[src/rtl/nibble_add_tester.sv]
// nibble_add_tester: sweeps all 256 {a,b} nibble pairs through an external
// 4-bit adder, waits LATENCY cycles per vector and checks the returned sum
// against (a+b) mod 16, counting mismatches with saturation at 255.
//
// Optional feature macro: TESTER_FIRST_FAIL_EN
//   defined   -> fail_info captures {idx, result_in} of the first mismatch
//   undefined -> fail_info is constant 0 and no capture register is built
//
// Ports:
//   clk        in   clock, rising edge
//   reset      in   asynchronous active-high reset
//   start      in   level-sampled sweep request (honoured in IDLE and DONE)
//   op_a       out  operand A = idx[7:4] while busy, else 0
//   op_b       out  operand B = idx[3:0] while busy, else 0
//   result_in  in   sum returned by the adder under test
//   busy       out  sweep in progress (DRIVE/WAIT/CHECK)
//   done       out  sweep finished (DONE)
//   pass       out  done and no mismatches
//   err_count  out  saturating mismatch count
//   fail_info  out  {first failing index, received value}
module nibble_add_tester #(
  parameter int unsigned LATENCY = 1
) (
  input  logic        clk,
  input  logic        reset,
  input  logic        start,
  output logic [3:0]  op_a,
  output logic [3:0]  op_b,
  input  logic [3:0]  result_in,
  output logic        busy,
  output logic        done,
  output logic        pass,
  output logic [7:0]  err_count,
  output logic [11:0] fail_info
);

  localparam int unsigned IDX_W  = 8;
  localparam int unsigned WAIT_W = 4;
  localparam int unsigned ERR_W  = 8;
  localparam logic [WAIT_W-1:0] WAIT_LAST = WAIT_W'(LATENCY - 1);
  localparam logic [IDX_W-1:0]  IDX_LAST  = IDX_W'(255);
  localparam logic [ERR_W-1:0]  ERR_MAX   = ERR_W'(255);

  typedef enum logic [2:0] {
    S_IDLE  = 3'd0,
    S_DRIVE = 3'd1,
    S_WAIT  = 3'd2,
    S_CHECK = 3'd3,
    S_DONE  = 3'd4
  } state_t;

  state_t              state_q, state_d;
  logic [IDX_W-1:0]    idx_q, idx_d;
  logic [WAIT_W-1:0]   wait_q, wait_d;
  logic [ERR_W-1:0]    err_q, err_d;
  logic [3:0]          op_a_q, op_a_d;
  logic [3:0]          op_b_q, op_b_d;
  logic                busy_q, busy_d;
  logic                done_q, done_d;
  logic                pass_q, pass_d;
  logic [4:0]          sum_full;
  logic                mismatch;
`ifdef TESTER_FIRST_FAIL_EN
  logic [11:0]         fail_q, fail_d;
`endif

  // Expected sum is the 5-bit sum of the current operands truncated to 4 bits
  assign sum_full = {1'b0, idx_q[7:4]} + {1'b0, idx_q[3:0]};
  assign mismatch = (result_in != sum_full[3:0]);

  // Next-state, datapath and registered-output next values
  always_comb begin
    state_d = state_q;
    idx_d   = idx_q;
    wait_d  = wait_q;
    err_d   = err_q;
`ifdef TESTER_FIRST_FAIL_EN
    fail_d  = fail_q;
`endif

    case (state_q)
      S_IDLE, S_DONE: begin
        if (start) begin
          state_d = S_DRIVE;
          idx_d   = '0;
          wait_d  = '0;
          err_d   = '0;
`ifdef TESTER_FIRST_FAIL_EN
          fail_d  = '0;
`endif
        end
      end
      S_DRIVE: begin
        state_d = S_WAIT;
        wait_d  = '0;
      end
      S_WAIT: begin
        if (wait_q == WAIT_LAST) begin
          state_d = S_CHECK;
        end else begin
          wait_d = wait_q + WAIT_W'(1);
        end
      end
      S_CHECK: begin
        if (mismatch) begin
          if (err_q != ERR_MAX) begin
            err_d = err_q + ERR_W'(1);
          end
`ifdef TESTER_FIRST_FAIL_EN
          // err_q==0 marks the first mismatch of this sweep
          if (err_q == '0) begin
            fail_d = {idx_q, result_in};
          end
`endif
        end
        if (idx_q == IDX_LAST) begin
          state_d = S_DONE;
        end else begin
          idx_d   = idx_q + IDX_W'(1);
          state_d = S_DRIVE;
        end
      end
      default: state_d = S_IDLE;
    endcase

    // Outputs are registered from next-state values so they align with state_q
    busy_d = (state_d == S_DRIVE) || (state_d == S_WAIT) || (state_d == S_CHECK);
    done_d = (state_d == S_DONE);
    pass_d = done_d && (err_d == '0);
    op_a_d = busy_d ? idx_d[7:4] : 4'h0;
    op_b_d = busy_d ? idx_d[3:0] : 4'h0;
  end

  // State and output registers
  always_ff @(posedge clk or posedge reset) begin
    if (reset) begin
      state_q <= S_IDLE;
      idx_q   <= '0;
      wait_q  <= '0;
      err_q   <= '0;
      op_a_q  <= '0;
      op_b_q  <= '0;
      busy_q  <= 1'b0;
      done_q  <= 1'b0;
      pass_q  <= 1'b0;
    end else begin
      state_q <= state_d;
      idx_q   <= idx_d;
      wait_q  <= wait_d;
      err_q   <= err_d;
      op_a_q  <= op_a_d;
      op_b_q  <= op_b_d;
      busy_q  <= busy_d;
      done_q  <= done_d;
      pass_q  <= pass_d;
    end
  end

`ifdef TESTER_FIRST_FAIL_EN
  // First-failure capture register
  always_ff @(posedge clk or posedge reset) begin
    if (reset) begin
      fail_q <= '0;
    end else begin
      fail_q <= fail_d;
    end
  end
  assign fail_info = fail_q;
`else
  assign fail_info = 12'h000;
`endif

  assign op_a      = op_a_q;
  assign op_b      = op_b_q;
  assign busy      = busy_q;
  assign done      = done_q;
  assign pass      = pass_q;
  assign err_count = err_q;

endmodule

[config.mk]
export PLATFORM = sky130hd
export DESIGN_NAME = nibble_add_tester
export DESIGN_NICKNAME = d
export VERILOG_FILES = /design/src/rtl/nibble_add_tester.sv
export SDC_FILE = /design/constraint.sdc
export NUM_CORES = 1
export LEC_CHECK = 0
export CAP_MARGIN = 20
export CORE_ASPECT_RATIO = 1.2
export CORE_UTILIZATION = 47
export CTS_CLUSTER_DIAMETER = 120
export CTS_CLUSTER_SIZE = 20
export DETAILED_ROUTE_END_ITERATION = 6
export PLACE_DENSITY_LB_ADDON = 0.2
export SLEW_MARGIN = 10
export SYNTH_ARGS = -nofsm -noshare
export SYNTH_HDL_FRONTEND = slang
export SYNTH_SLANG_ARGS = --single-unit
[constraint.sdc]
create_clock -name clk -period 2.6 [get_ports clk]
set_input_delay 0.39 -clock clk [delete_from_list [all_inputs] [get_ports clk]]
set_output_delay 0.39 -clock clk [all_outputs]
set_load 0.05 [all_outputs]
After elaboration in Yosys (flattened, before gate mapping)
Cells that the tools add are included.
{"block": "op_classes", "add_sub_neg": 4, "eq_ne": 13, "mux": 16, "reduce_logical": 9}
{"operator": "two-way mux 8 bit", "n": 5}
{"operator": "case mux 8 bit (2 select lines)", "n": 2}
{"operator": "adder 8 x 1 -> 8 bit, second input constant", "n": 2}
{"operator": "two-way mux 4 bit", "n": 4}
{"operator": "equality test 3 x 2 -> 1 bit, second input constant", "n": 4}
{"operator": "case mux 3 bit (4 select lines)", "n": 1}
{"operator": "case mux 4 bit (3 select lines)", "n": 1}
{"operator": "two-way mux 3 bit", "n": 3}
{"operator": "equality test 8 bit, second input constant", "n": 1}
{"operator": "logical NOT 8 bit", "n": 1}
{"operator": "!= test 8 bit, second input constant", "n": 1}
{"operator": "equality test 3 x 1 -> 1 bit, second input constant", "n": 2}
{"operator": "equality test 3 bit, second input constant", "n": 2}
{"operator": "adder 4 x 1 -> 4 bit, second input constant", "n": 1}
{"operator": "adder 4 bit", "n": 1}
{"operator": "logical NOT 4 bit", "n": 1}
{"operator": "!= test 2 bit, second input constant", "n": 2}
{"operator": "!= test 4 bit", "n": 1}
{"operator": "logical NOT 3 bit", "n": 1}
{"operator": "AND reduction 3 bit", "n": 1}
{"operator": "nonzero test 3 bit", "n": 1}
{"operator": "logical OR 1 bit", "n": 2}
{"operator": "OR reduction 2 bit", "n": 1}
{"operator": "logical AND 1 bit", "n": 1}
{"block": "totals", "regBits": 34, "out_inout_bits": 31, "wordCells": 51}

Longest topological paths before layout
Gate-level depths: netlist of run 1.
{"block": "depth", "ltp_word": 7, "ltp_mapped": 10, "depth_no_buf": 9}

Worst setup path before layout of run 1
No wires, ideal clock.
{"block": "synth_path", "kind": "register to register", "from": "reg idx_q[0]", "to": "reg pass_q (netlist: pass)", "setup_time_ns": 0.122, "arrival_ns": 2.309, "path_slack_ns": 0.169, "path_stages_with_launch": 11, "n_path_buf": 1, "path_cell_list": "dfrtp_1 > ha_1 > inv_1 > fa_1 > xor3_1 > a31oi_1 > nor3_4 > nand2b_1 > buf_4 > nor2_2 > o2111a_1"}
{"block": "synth_via", "elab_chain_cells": 6, "elab_cells_between_ends": 10}
{"item": "start, declared", "line_no": "53", "rtl": "logic [IDX_W-1:0] idx_q, idx_d;"}
{"item": "start signal, assigned", "line_no": "148", "rtl": "idx_q <= idx_d;"}
{"item": "adder 4 bit", "line_no": "68", "rtl": "assign sum_full = {1'b0, idx_q[7:4]} + {1'b0, idx_q[3:0]};"}
{"item": "!= test 4 bit", "line_no": "69", "rtl": "assign mismatch = (result_in != sum_full[3:0]);"}
{"item": "two-way mux 8 bit", "line_no": "105", "rtl": "if (mismatch) begin"}
{"item": "case mux 8 bit (2 select lines)", "line_no": "81", "rtl": "case (state_q)"}
{"item": "logical NOT 8 bit", "line_no": "129", "rtl": "pass_d = done_d && (err_d == '0);"}
{"item": "logical AND 1 bit *", "line_no": "129"}
{"item": "net pass_d", "line_no": "60", "rtl": "logic pass_q, pass_d;"}
{"item": "end signal, assigned", "line_no": "155", "rtl": "pass_q <= pass_d;"}
{"item": "end, declared", "line_no": "60"}
The timed path passes the listed nets; every way through them passes the cells marked *.
A chain may end at the register's enable or synchronous reset.

Worst setup path in the final report of run 1
{"block": "layout_path", "from": "reg idx_q[4]", "to": "reg pass_q (netlist: pass)"}
Same word-level chain as after synthesis.

==> results of run 1 <==
## timing repair
| action | 4_1_cts | 5_1_grt |
|---|---|---|
| endpoints found under the setup margin | 0 | 3 |
| buffers inserted | 0 | 3 |
| resized for setup | 0 | 6 |
## Yosys cell counts (2+ instances only)
master and n:
a21o_1 2, a21oi_1 8, a22o_1 2, a31oi_1 2, and2_1 9, and3_1 4
buf_2 4, buf_4 13, clkbuf_1 2, dfrtp_1 34, ha_1 7, inv_1 11
mux2i_1 11, nand2_1 23, nand3_1 8, nor2_1 15, nor4_1 2, nor4_2 2
o211ai_1 3, o21ai_0 7, o21bai_1 2, o311a_2 2, o31ai_1 4, or3_1 4
xnor2_1 2, xor2_1 2
## metrics by stage
| step | instance area (um2) | setup slack (ps) |
|---|---|---|
| 2_1_floorplan | 2130 | 169 |
| 3_3_place_gp | 2410 | 128 |
| 3_5_place_dp | 2410 | 90.0 |
| 4_1_cts | 2520 | 70.8 |
| 5_1_grt | 2570 | -42.2 |
| 6_report | 2570 | 93.8 |
## layer usage
layer,vias to the layer above,wire [um]
li1,808,-
met1,780,1900
met2,64,2150
met3,12,208
met4,0,83
met5,-,0
## where the power goes
group	internal (W)	switching, W
Sequential	0.000582	0.000112
Combinational	0.000196	0.000381
Clock	0.000267	0.000186
Total	0.00105	0.000679
## worst max-delay path, cell delays in order (launching register included)
cell and delay (ps):
dfrtp_1 370, ha_2 210, inv_2 40, fa_1 580
xor2_2 190, a31oi_2 130, nor3_4 290, buf_6 150
a21oi_1 40, nor4_2 220, o2111a_1 210
## worst max path at each step
stage / startpoint / endpoint / slack [ps] / cells past startpoint
floorplan: idx_q[0] / pass / 170 / 10
global placement: idx_q[0] / err_count[2] / 130 / 10
detailed placement: idx_q[4] / err_count[2] / 90 / 10
CTS: idx_q[4] / err_count[2] / 70 / 10
global route: idx_q[4] / pass / -40 / 10
finish: idx_q[4] / pass / 90 / 10
## layout make-up
type,instances,area [um2],share of cell area [%]
inverter,11,41.3,1.61
clock buffer,8,110,4.28
tap,56,70.1,2.73
multi-input combinational,160,1130,44.0
timing repair buffer,40,367,14.3
sequential,34,851,33.1
## placed cells by master, fill, tap and decap left out, types with 2 or more instances in the layout
master / n
a21o_1: 2
a21oi_1: 8
a22o_1: 2
and2_1: 9
and3_1: 4
buf_4: 14
clkbuf_8: 8
clkdlybuf4s50_1: 25
conb_1: 12
dfrtp_1: 34
ha_1: 6
inv_1: 10
mux2i_1: 11
nand2_1: 23
nand3_1: 8
nor2_1: 15
nor4_1: 2
nor4_2: 2
o211ai_1: 3
o21ai_0: 7
o21bai_1: 2
o311a_2: 2
o31ai_1: 4
or3_1: 4
xnor2_1: 2
## kinds of logic after synthesis
| family | Yosys count | share of synthesized area, % |
|---|---|---|
| other | 1 | 0.180 |
| AND/OR/NAND/NOR | 82 | 21.7 |
| multiplexers | 11 | 5.27 |
| buffers and inverters | 30 | 7.97 |
| adder cells (fa/ha/maj) | 8 | 5.15 |
| AO/OA/AOI/OAI | 41 | 15.0 |
| XOR/XNOR | 6 | 3.95 |
| flip-flops | 34 | 40.7 |
## sequential cells by signal, summed over array words and instances, names as in the netlist
register   flops
busy           1
done           1
err_count      8
idx_q          8
op_a           4
op_b           4
pass           1
state_q        3
wait_q         4
==> results.md, run 1 <==
Worst setup path:
- Data on the critical path arrives at its endpoint at 2720 ps.
- The reg-to-reg endpoint is pass.
- The setup slack of the most critical reg-to-reg path is 90 ps.
- Counting cells, the worst reg-to-reg path comes to 10.
- The kind of end point of the critical path is a register.
- The data required time of the critical path is 2810 ps.
- Of all nets on the critical path, the largest fanout is 6.
- The startpoint identified for the worst register-to-register timing path is idx_q[4].
- The critical path is of the register to register type.
- The worst setup path is launched from a register.

Clock network:
- The number of hold-repair buffers added at the cts stage is 0.
- TritonCTS created 5 clock buffers.
- The H-tree depth is 2.
- The number of clock sinks seen by CTS is 34.
- The clock passes through at most 2 buffers.
- TritonCTS built the clock tree.
- The clock reaches the later pin of the worst-skew pair after 280 ps.
- After clock tree synthesis, the clock-pin slew on the worst setup and hold paths is 70 ps.
- CTS placed an instance of clkbuf_8 at the clock tree root.

Pwr:
- The power consumption is 0.00172 W.
- The analysis attributes to cell leakage a power of 1.14 nW.
- Dividing total power by cell area gives a power density of 671 nW/um2.
- The worst-case IR drop observed on VDD is 0.000792 V.

Layout:
- The layout has 360 filler cells.
- The final layout contains 267 nets.
- The post-route netlist has 16.2% of its cells at a drive strength greater than 1.
- The count of placed standard cells in the final layout, fillers left out is 309.
- The core utilization of the finished layout is 60.3%.
- The repair_antennas step left the layout with diodes totalling 0.
- From synthesis to final layout, the design area changed by 23.1%.

Global route:
- The remaining global-route overflow is 0.
- Global routing used 20.1% of the available tracks across all layers.
- In this run the most used layer during global routing was met2.
- For met2 alone, demand over resource in global routing was 33.8%.
- The number of global-route vias before repair was 1539.
- Entering global routing, the biggest net connects 35 pins.
- The initial antenna violation count is 0.
- The met3 global-route usage is 5.15%.
- The first-pass GRT wire length is 7.16 mm.
- In the global route stage, met1 resource usage came out at 24.5%.

Die:
- In this run the vertical extent of the chip is 75.0 um.
- The die is 62.9 um wide.
- The core area is 4260 um2.
- During I/O placement, the number of pins put on the boundary was 38.
- The initial core utilization is 49.0%.
- The row count is 26.
- The die covers 4720 um2.

Synthesis:
- The number of flip-flops and latches in the synthesized netlist is 34.
- The biggest area contributor in the post-synthesis netlist is dfrtp_1.
- Sequential cells were found to cover 40.7% of the synthesized design area.
- The share of async-settable or async-resettable flops after synthesis is 100%.
- In the post-synthesis netlist, the biggest area contributors are dfrtp_1 41%, mux2i_1 5.3%, buf_4 4.7%.
- Synthesis instantiated 54 different standard cells from the library.
- A synthesized cell averages 9.80 um2.
- In the synthesized netlist, the number of instances is 213.
- Among all flip-flop cells after synthesis, the most frequent one is dfrtp_1.
- The cell area that synthesis handed to floorplanning was 2090 um2.
- The fraction of synthesized cell area taken by the top area cell type is 40.7%.
- In this run, synthesis inferred 0 flip-flops with an integrated enable.
- The number of warnings reported in the yosys synthesis log is 0.

STA:
- Subtracting the final worst setup slack from the clock period gives 2510 ps.
- The final sum of negative setup slack is 0 ps.
- Between clock sinks in the finished design, the worst skew comes to 7.30 ps.
- The top achievable clock speed is 0.399 GHz.
- The number of endpoints with negative hold slack in the final report is 0.
- The period utilization is 96.4%.
- The final max-slew violation count was 0.
- Hold is met by 509 ps.
- Setup violations remaining at the end of the flow were counted as 0.

Routing:
- In this run, the number of DRC markers left after iteration 0 of detailed routing was 73.
- The average routed wire per standard cell is 14.1 um.
- The first detailed-routing pass took 4 iterations.
- The total wire length after detailed routing is 4.34 mm.
- After detailed routing, the number of remaining DRC violations is 0.
- The final antenna-violating net count is 0.
- The via count is 1664.
- After detailed routing, the number of vias per cell comes to 5.39.

Place:
- The number of buffers inserted by port buffering is 25.
- The global placer's final weighted congestion is 0.917.
- The post-placement cell count is 298.
- The detailed placement HPWL is 3.17 mm.

Flow run:
- Max-cap violations in this run came to 0.

Status:
- The run finished with clean final reports.

Hold path:
- The tightest min-delay check is of the input pin to asynchronous set/reset pin type.
No activity file was read; power rests on OpenSTA's default activity.
==> run 2: changes to the inputs <==
GPL_ROUTABILITY_DRIVEN = 0   (was not set)
==> results.md, run 2 (synthesis results as in run 1) <==
Layout:
- After the last flow step, the layout net total stands at 264.
- After the flow finishes, the layout carries non-filler instances totaling 305.
- Measured on the finished design, the core utilization comes to 59.1%.
- The synthesis-to-layout area growth is 20.6%.
- Summing all non-filler instances in the final layout gives an area of 2520 um2.
- The fraction of final layout cells sized beyond drive strength 1 is 14.5%.
- The leading cell type in the layout, fill and taps excluded is dfrtp_1.
- The number of antenna cells inserted is 0.
- The top cell types in the final layout, fill and taps aside, are 34 x dfrtp_1, 25 x clkdlybuf4s50_1, 23 x nand2_1.

Place:
- The placed instances occupy a cell area of 2400 um2.
- In this run the tool buffered the top-level ports with 25 buffer cells.
- The detailed placement HPWL is 3.04 mm.
- The post-placement cell count is 296.

Clock network:
- The clock tree root buffer cell is clkbuf_8.
- In this run the deepest clock path goes through 2 buffers.
- The CTS tree is done.
- The number of clock sinks seen by CTS is 34.
- The later-pin clock latency in the skew report is 280 ps.
- The TritonCTS buffer count is 5.
- After clock tree synthesis, the clock-pin slew on the worst setup and hold paths is 60 ps.
- The H-tree depth is 2.

Routing:
- After the first detailed-routing iteration, the DRC count stood at 45.
- Once detail routing completed, the nets flagged for antenna violations numbered 0.
- The detailed-routing iteration count for the pre-antenna-repair pass is 4.
- After detailed routing, the number of vias per cell comes to 5.25.
- The routed layout has 1600 vias.
- The detailed-route DRC error count is 0.
- After detailed routing, the average wire length per cell comes to 13.6 um.
- The total wire length after detailed routing is 4.15 mm.

Global route:
- The number of global-route vias before repair was 1526.
- The initial antenna violation count was 0.
- The combined global-route utilization of all metal layers is 19.8%.
- The first global-routing pass estimated 7.01 mm of wire.
- The pin count of the biggest net entering global routing is 35.
- The remaining global-route overflow is 0.

Die:
- The full die area is 4720 um2.
- The horizontal die dimension is 62.9 um.
- For this configuration, the core starts out at a cell density of 49.0%.
- The row count is 26.
- Pin placement for this block handled 38 I/O pins.
- The height of the die is 75.0 um.
- After floorplanning, the core was sized to cover 4260 um2.

Worst setup path:
- The worst register-to-register path has a depth of 10.
- The launch instance of the worst register-to-register path is idx_q[0].
- The startpoint kind of the worst setup timing path is a register.
- In this run the critical register-to-register path is captured at pass.
- The worst setup path startpoint is idx_q[0].
- The arrival time reported for the critical path endpoint is 2690 ps.
- STA puts the critical path data required time at 2810 ps.
- Of all nets on the critical path, the largest fanout is 6.
- Following the worst setup path forward leads to its endpoint at pass.
- In this run the register-to-register setup slack is 120 ps.
- The kind of end point of the critical path is a register.
- The worst setup path is of the register to register kind.

Status:
- The run finished with clean final reports.

STA:
- Setup violations remaining at the end of the flow were counted as 0.
- The final sum of negative setup slack is 0 ps.
- The final max-slew violation count came to 0.
- The worst-margin pin slew is 588 ps.
- The routed design could run at a clock period as short as 2480 ps.
- The top achievable clock speed is 0.403 GHz.
- The worst relative slew slack is 60.4%.
- The final critical path takes up 95.5% of the cycle.
- The worst clock skew on the final layout is 5.56 ps.
- The number of endpoints with negative hold slack in the final report is 0.

Hold path:
- The min-delay analysis places its worst path in the category input pin to asynchronous set/reset pin.

Pwr:
- The areal power density over the cells is 644 nW/um2.
- The worst-case vdd ir drop is 0.000610 V.
- In this run the static leakage power is 1.11 nW.

Flow run:
- The tool flagged a number of max-cap violations equal to 0.
run 2: cell count changes in the layout (fill, tap and decap cells not counted), sizes merged:
| cell | previous run | this run |
|---|---|---|
| buf | 15 | 12 |
| clkbuf | 8 | 7 |
run 2: repair_timing:
action	in CTS	in global routing
buffers inserted	0	2
endpoints found under the setup margin	0	7
endpoints found under the hold margin	0	0
hold buffers	0	0
gates resized for setup	0	7
run 2: worst max-delay path, stage by stage (launching register included):
cell      delay [ps]
dfrtp_1          370
ha_2             210
inv_2             40
fa_1             530
xor2_2           200
a31oi_2          140
nor3_4           280
buf_6            150
a21oi_2           30
nor4_2           250
o2111a_1         220
run 2: cell type report:
cell class	instances	area [um2]
Timing Repair Buffer	37	344
Multi-Input combinational cell	160	1130
Tap cell	56	70.1
Sequential cell	34	851
Fill cell	385	1740
Inverter	11	41.3
Clock buffer	7	76.3
run 2: worst min path at each step:
stage	startpoint	to	slack, ps	cells after the start
detailed placement	wait_q[1]	wait_q[1]	540	1
CTS	reset	wait_q[3]	520	3
finish	reset	wait_q[2]	510	3
global route	reset	done	570	3
floorplan	wait_q[0]	wait_q[0]	510	1
global placement	wait_q[0]	wait_q[0]	540	1
run 2: layer usage:
layer / wire [um] / track usage (%)
met1: 1880 / 23.7
met2: 2040 / 34.7
met3: 123 / 4.09
met4: 102 / 9.30
met5: 0 / 0
run 2: power by group:
part / switching (W) / internal (W) / total (W)
Sequential: 0.000110 / 0.000582 / 0.000692
Clock: 0.000164 / 0.000184 / 0.000348
Combinational: 0.000383 / 0.000197 / 0.000580
Total: 0.000657 / 0.000964 / 0.00162
run 2: through the flow:
stage	power (W)	setup slack [ps]	hold slack, ps
after global placement	0.00128	160	536
final	0.00162	117	506
after CTS	0.00163	6.95	518
after detailed placement	0.00128	80.1	540
after floorplan	0.00111	169	505
after global routing	0.00173	-22.8	572
